$ cat src/rtl/card_shuffle_dealer.sv
// Deals SLOTS cards with each symbol appearing GROUP times, then applies a
// Fisher-Yates shuffle driven by a free-running 16-bit LFSR with loadable seed.
module card_shuffle_dealer #(
  parameter int          SLOTS = 16,
  parameter int          SYM_W = 3,
  parameter int          GROUP = 2,
  parameter logic [15:0] SEED  = 16'hACE1
) (
  input  logic                   clk,
  input  logic                   reset,
  input  logic                   start,
  input  logic                   seed_we,
  input  logic [15:0]            seed_in,
  output logic                   busy,
  output logic                   done,
  output logic                   map_valid,
  output logic [SLOTS*SYM_W-1:0] map
);

  localparam int IDX_W = $clog2(SLOTS);
  localparam int CW    = IDX_W + 1;
  localparam logic [CW-1:0] LAST  = CW'(SLOTS - 1);
  localparam logic [CW-1:0] ONE   = CW'(1);
  localparam logic [CW-1:0] GLAST = CW'(GROUP - 1);

  typedef enum logic [1:0] {IDLE, FILL, SHUF, DONE} state_t;

  state_t           state, state_nx;
  logic [15:0]      lfsr, lfsr_adv, lfsr_nx;
  logic [CW-1:0]    idx, grp, r;
  logic [SYM_W-1:0] sym_off, sym_cnt;
  logic             accept;
  logic [SYM_W-1:0] slots [SLOTS];

  assign lfsr_adv = {lfsr[14:0], lfsr[15] ^ lfsr[13] ^ lfsr[12] ^ lfsr[10]};
  assign r        = {1'b0, lfsr[IDX_W-1:0]};
  assign accept   = (r <= idx);

  always_comb begin
    state_nx = state;
    lfsr_nx  = lfsr_adv;
    case (state)
      IDLE: begin
        // A seed load replaces this cycle's advance; zero would lock the LFSR.
        if (seed_we) lfsr_nx = (seed_in == '0) ? SEED : seed_in;
        if (start)   state_nx = FILL;
      end
      FILL: if (idx == LAST) state_nx = SHUF;
      SHUF: if (accept && idx == ONE) state_nx = DONE;
      DONE: state_nx = IDLE;
      default: state_nx = IDLE;
    endcase
  end

  always_ff @(posedge clk or posedge reset) begin
    if (reset) begin
      state     <= IDLE;
      lfsr      <= SEED;
      idx       <= '0;
      grp       <= '0;
      sym_cnt   <= '0;
      sym_off   <= '0;
      busy      <= 1'b0;
      done      <= 1'b0;
      map_valid <= 1'b0;
      for (int unsigned k = 0; k < SLOTS; k++) slots[k] <= '0;
    end else begin
      state <= state_nx;
      lfsr  <= lfsr_nx;
      busy  <= (state_nx != IDLE);
      done  <= (state_nx == DONE);
      case (state)
        IDLE: if (start) begin
          sym_off   <= lfsr[SYM_W-1:0];
          idx       <= '0;
          grp       <= '0;
          sym_cnt   <= '0;
          map_valid <= 1'b0;
        end
        FILL: begin
          // Symbol counter steps once per GROUP slots instead of dividing idx.
          slots[idx[IDX_W-1:0]] <= sym_off + sym_cnt;
          if (grp == GLAST) begin
            grp     <= '0;
            sym_cnt <= sym_cnt + 1'b1;
          end else begin
            grp <= grp + ONE;
          end
          if (idx != LAST) idx <= idx + ONE;
        end
        SHUF: if (accept) begin
          slots[idx[IDX_W-1:0]] <= slots[r[IDX_W-1:0]];
          slots[r[IDX_W-1:0]]   <= slots[idx[IDX_W-1:0]];
          idx <= idx - ONE;
          if (idx == ONE) map_valid <= 1'b1;
        end
        default: ;
      endcase
    end
  end

  always_comb begin
    map = '0;
    for (int unsigned k = 0; k < SLOTS; k++) map[k*SYM_W +: SYM_W] = slots[k];
  end

endmodule

$ cat config.mk
export PLATFORM = sky130hd
export DESIGN_NAME = card_shuffle_dealer
export DESIGN_NICKNAME = d
export VERILOG_FILES = /design/src/rtl/card_shuffle_dealer.sv
export SDC_FILE = /design/constraint.sdc
export NUM_CORES = 1
export LEC_CHECK = 0
export ABC_AREA = 0
export BUFFER_PORTS_ARGS = -buffer_cell sky130_fd_sc_hd__buf_4
export CAP_MARGIN = 15
export CELL_PAD_IN_SITES_DETAIL_PLACEMENT = 1
export CELL_PAD_IN_SITES_GLOBAL_PLACEMENT = 2
export CORE_MARGIN = 2
export CORE_UTILIZATION = 33
export DETAILED_ROUTE_END_ITERATION = 7
export HOLD_SLACK_MARGIN = 0.03
export PLACE_DENSITY_LB_ADDON = 0.1
export SETUP_SLACK_MARGIN = 0.02
export SKIP_LAST_GASP = 1
export SLEW_MARGIN = 20
export SYNTH_ARGS = -nofsm -noshare
export SYNTH_HDL_FRONTEND = slang
export SYNTH_SLANG_ARGS = --single-unit
export TNS_END_PERCENT = 5
$ cat constraint.sdc
create_clock -name clk -period 2.6 [get_ports clk]
set_clock_uncertainty 0.15 [all_clocks]
set_input_delay 0 -clock clk [delete_from_list [all_inputs] [get_ports clk]]
set_output_delay 0 -clock clk [all_outputs]
set_load 0.05 [all_outputs]
==> flow_summary_export.csv <==
group,metric,value,unit
final_layout,stdcell_count,1103,
power_and_ir_drop,power_density,1210,mW/mm²
die,die-width,141,µm
global_route,antenna_found_initial,0,
final_layout,fill_cells,2147,
sta,rsz0062_at_grt,"yes",
yosys,synthesis.instances,712,
yosys,synth_area,0.00616,mm²
final_layout,final_nets,908,
place,dp.cells,1056,
sta,fmax,382,MHz
yosys,syn_nets,751,
route,first_pass_iters,5,
global_route,grt.busiest_layer,"met2",
sta,period_minus_slack,2.62,ns
global_route,grt_use_met2,43.1,%
die,initial_utilization,34.0,%
yosys,syn_area_per_cell,8.66,µm²
sta,slew_headroom,36.2,%
critical_path,critPathCaptureType,"flip-flop",
clocking,cts_root_buffer,"clkbuf_16",
global_route,grt_use_met1,38.4,%
die,pin_count,71,
run_status,status,"finished with violations",
clocking,cts_buffer_depth,2,
yosys,synth.area.top_cells,"dfrtp_1 (31%), nand2_1 (6.1%), mux4_2 (4.7%)",
min_path,hold_class,"primary input to flip-flop",
route,detail_route.vias_per_cell,6.01,
power_and_ir_drop,p_leak,3.57,nW
final_layout,layout-drive-gt1-share,26.7,%
sta,hold_ws,0.174,ns
yosys,synthArstFlopShare,100,%
route,ant_nets,0,
yosys,synth.largest_area_cell,"dfrtp_1",
global_route,grt_pass1_vias,6879,
yosys,ys_types,69,
final_layout,areaGrowthSynthToFinish,32.2,%
sta,finalHoldViolCount,0,
critical_path,critPathMaxFanout,42,
yosys,synth_top_area_share,31.3,%
final_layout,antenna_cells,0,
critical_path,worstSetupPathType,"flip-flop to flip-flop",
clocking,cts_tree,"built",
yosys,ys_ff_latch,85,
die,die_y,141,µm
place,io_buffer_count,70,
clocking,htree_levels,3,
global_route,grt_pass1_wl,41300,µm
clocking,cts_sinks,85,
die,die_area,0.0198,mm²
sta,slew_violations,0,
clocking,cts_buffers,9,
clocking,cts.clk_slew.worst_paths,0.07,ns
sta,setup_viol_count_final,2,
job,drv_cap,0,
route,drc,0,
place,gp_congestion,0.915,
global_route,grt_use_total,27.3,%
critical_path,critPathLaunchType,"flip-flop",
yosys,synth_ff_type,"dfrtp_1",
route,drt_first_iter_violations,447,
run_status,violations,"negative setup slack",
final_layout,multiInputGateArea,0.00373,mm²
global_route,gr-total-overflow,0,
yosys,ys_seq_area_share,34.7,%
die,coreArea,0.0181,mm²
die,rows,49,
critical_path,arrival,2.71,ns
yosys,synth-edff-count,0,
critical_path,cp_data_required_time,2.70,ns
route,wl_per_cell,24.4,µm
sta,setup_ws,-0.0152,ns
sta,min_period_over_period,101,%
place,hpwlAfterDp,19800,µm
global_route,grt_max_degree,50,
global_route,met3_usage,3.97,%
yosys,yosys_warnings,0,
sta,worstMarginPinSlew,0.957,ns
route,routed_wl,26900,µm
route,num_vias,6627,
power_and_ir_drop,max-vdd-ir-drop,0.000572,V
clocking,clock_latency,0.36,ns
final_layout,seq_area,0.00214,mm²
[area by class of cell]
class / count / share of cell area, %
timing repair buffer: 191 / 19.8
clock buffer: 10 / 2.93
tap: 229 / 3.52
sequential: 85 / 26.2
inverter: 26 / 1.21
clock inverter: 6 / 0.537
multi-input combinational: 556 / 45.8
[per-stage QoR]
step	total power, W	cell area (µm²)	worst slack [ns]	utilization (%)	TNS [ns]
global placement	0.00810	7530	0.0371	41.5	0
detailed placement	0.00822	7530	-0.0249	41.5	-0.0269
finish	0.00983	8150	-0.0152	44.9	-0.0239
floorplan	0.00536	6180	-0.0665	-	-0.225
global route	0.0103	8150	-0.127	44.9	-1.66
CTS	0.00967	8070	-0.0301	44.5	-0.0301
[repair_timing]
| action | 4_1_cts | 5_1_grt |
|---|---|---|
| setup endpoints to repair | 7 | 53 |
| setup buffers | 0 | 6 |
| hold buffers | 25 | 0 |
| hold endpoints to repair | 63 | 0 |
| gates resized for setup | 1 | 5 |
| pin swaps | 0 | 1 |
[power by group]
| part | internal (W) | total (W) | switching, W | leakage [nW] |
|---|---|---|---|---|
| registers | 0.00171 | 0.00204 | 0.000333 | 1.10 |
| logic | 0.00245 | 0.00649 | 0.00404 | 2.32 |
| clock network | 0.000681 | 0.00130 | 0.000621 | 0.139 |
[final timing paths]
check	start	to	slack [ns]	depth (start not counted)
max	lfsr[1]$_DFF_PP0_	map[45]$_DFFE_PP0P_	-0.02	7
min	seed_we	lfsr[2]$_DFF_PP0_	0.17	4
max reg2reg	lfsr[1]$_DFF_PP0_	map[45]$_DFFE_PP0P_	-0.02	7
min reg2reg	lfsr[14]$_DFF_PP0_	lfsr[15]$_DFF_PP1_	0.34	1
max in group asynchronous	reset	map[27]$_DFFE_PP0P_	1.24	4
min in group asynchronous	reset	lfsr[9]$_DFF_PP0_	0.24	3
[cells in the mapped netlist, drive strengths merged (11+ instances only)]
cell,number
o32a,11
ha,18
a31oi,13
nand2,100
nor2b,12
a21oi,61
mux4,14
mux2i,28
nor2,57
nand3,34
o21ai,49
dfrtp,77
and2,14
inv,25
o22a,18
clkbuf,22
a22oi,14
buf,23
[registers in the layout (all words and copies together), names as in the netlist]
name	cells
idx	5
map	48
done	1
grp	5
map_valid	1
sym_cnt	3
state	2
busy	1
lfsr	16
sym_off	3
[layer usage]
layer,routed length [µm],vias up
li1,-,2948
met1,12400,3359
met2,12100,262
met3,1570,58
met4,863,0
met5,0,-
[layout by cell type (no fill, tap or decap), drive strengths merged, types with 3 or more instances in the layout]
cell	synthesis	final
mux2i	28	28
a22oi	14	14
o21bai	6	6
ha	18	18
nand2b	6	6
clkbuf	22	10
dfstp	8	8
o31ai	4	4
o32a	11	11
nand4	5	5
o221ai	8	8
nand3	34	34
a22o	5	5
a31oi	13	13
clkinv	1	5
a21boi	4	4
dfrtp	77	77
mux4	14	14
a41oi	4	4
nor2b	12	12
inv	25	26
o22a	18	18
nor3	10	10
nor2	57	57
o211ai	5	5
nor4	5	5
and2	14	14
a21oi	61	61
o2bb2ai	3	3
dlygate4sd3	0	25
a211o	3	3
o21ai	49	49
buf	23	166
and3	3	3
o22ai	6	6
a32oi	8	8
xor2	4	4
nand2	100	100
[worst max-delay path, stage by stage, from the launching register on]
cell and delay, ns:
dfrtp_2 0.39, buf_12 0.26, mux2i_1 0.37, a22oi_1 0.15
buf_4 0.17, a31oi_1 0.57, o22ai_1 0.20, o22a_1 0.21
[cells by family after synthesis]
kind of cell               synth area share [%]
DFF                                        34.7
xor gates and xnor gates                   1.22
AOI/OAI and AO/OA                          26.0
adders and majority gates                  3.98
buffers and inverters                      5.34
muxes                                      10.1
and+or+nand+nor                            18.7
(Power assumes the default switching activity.)
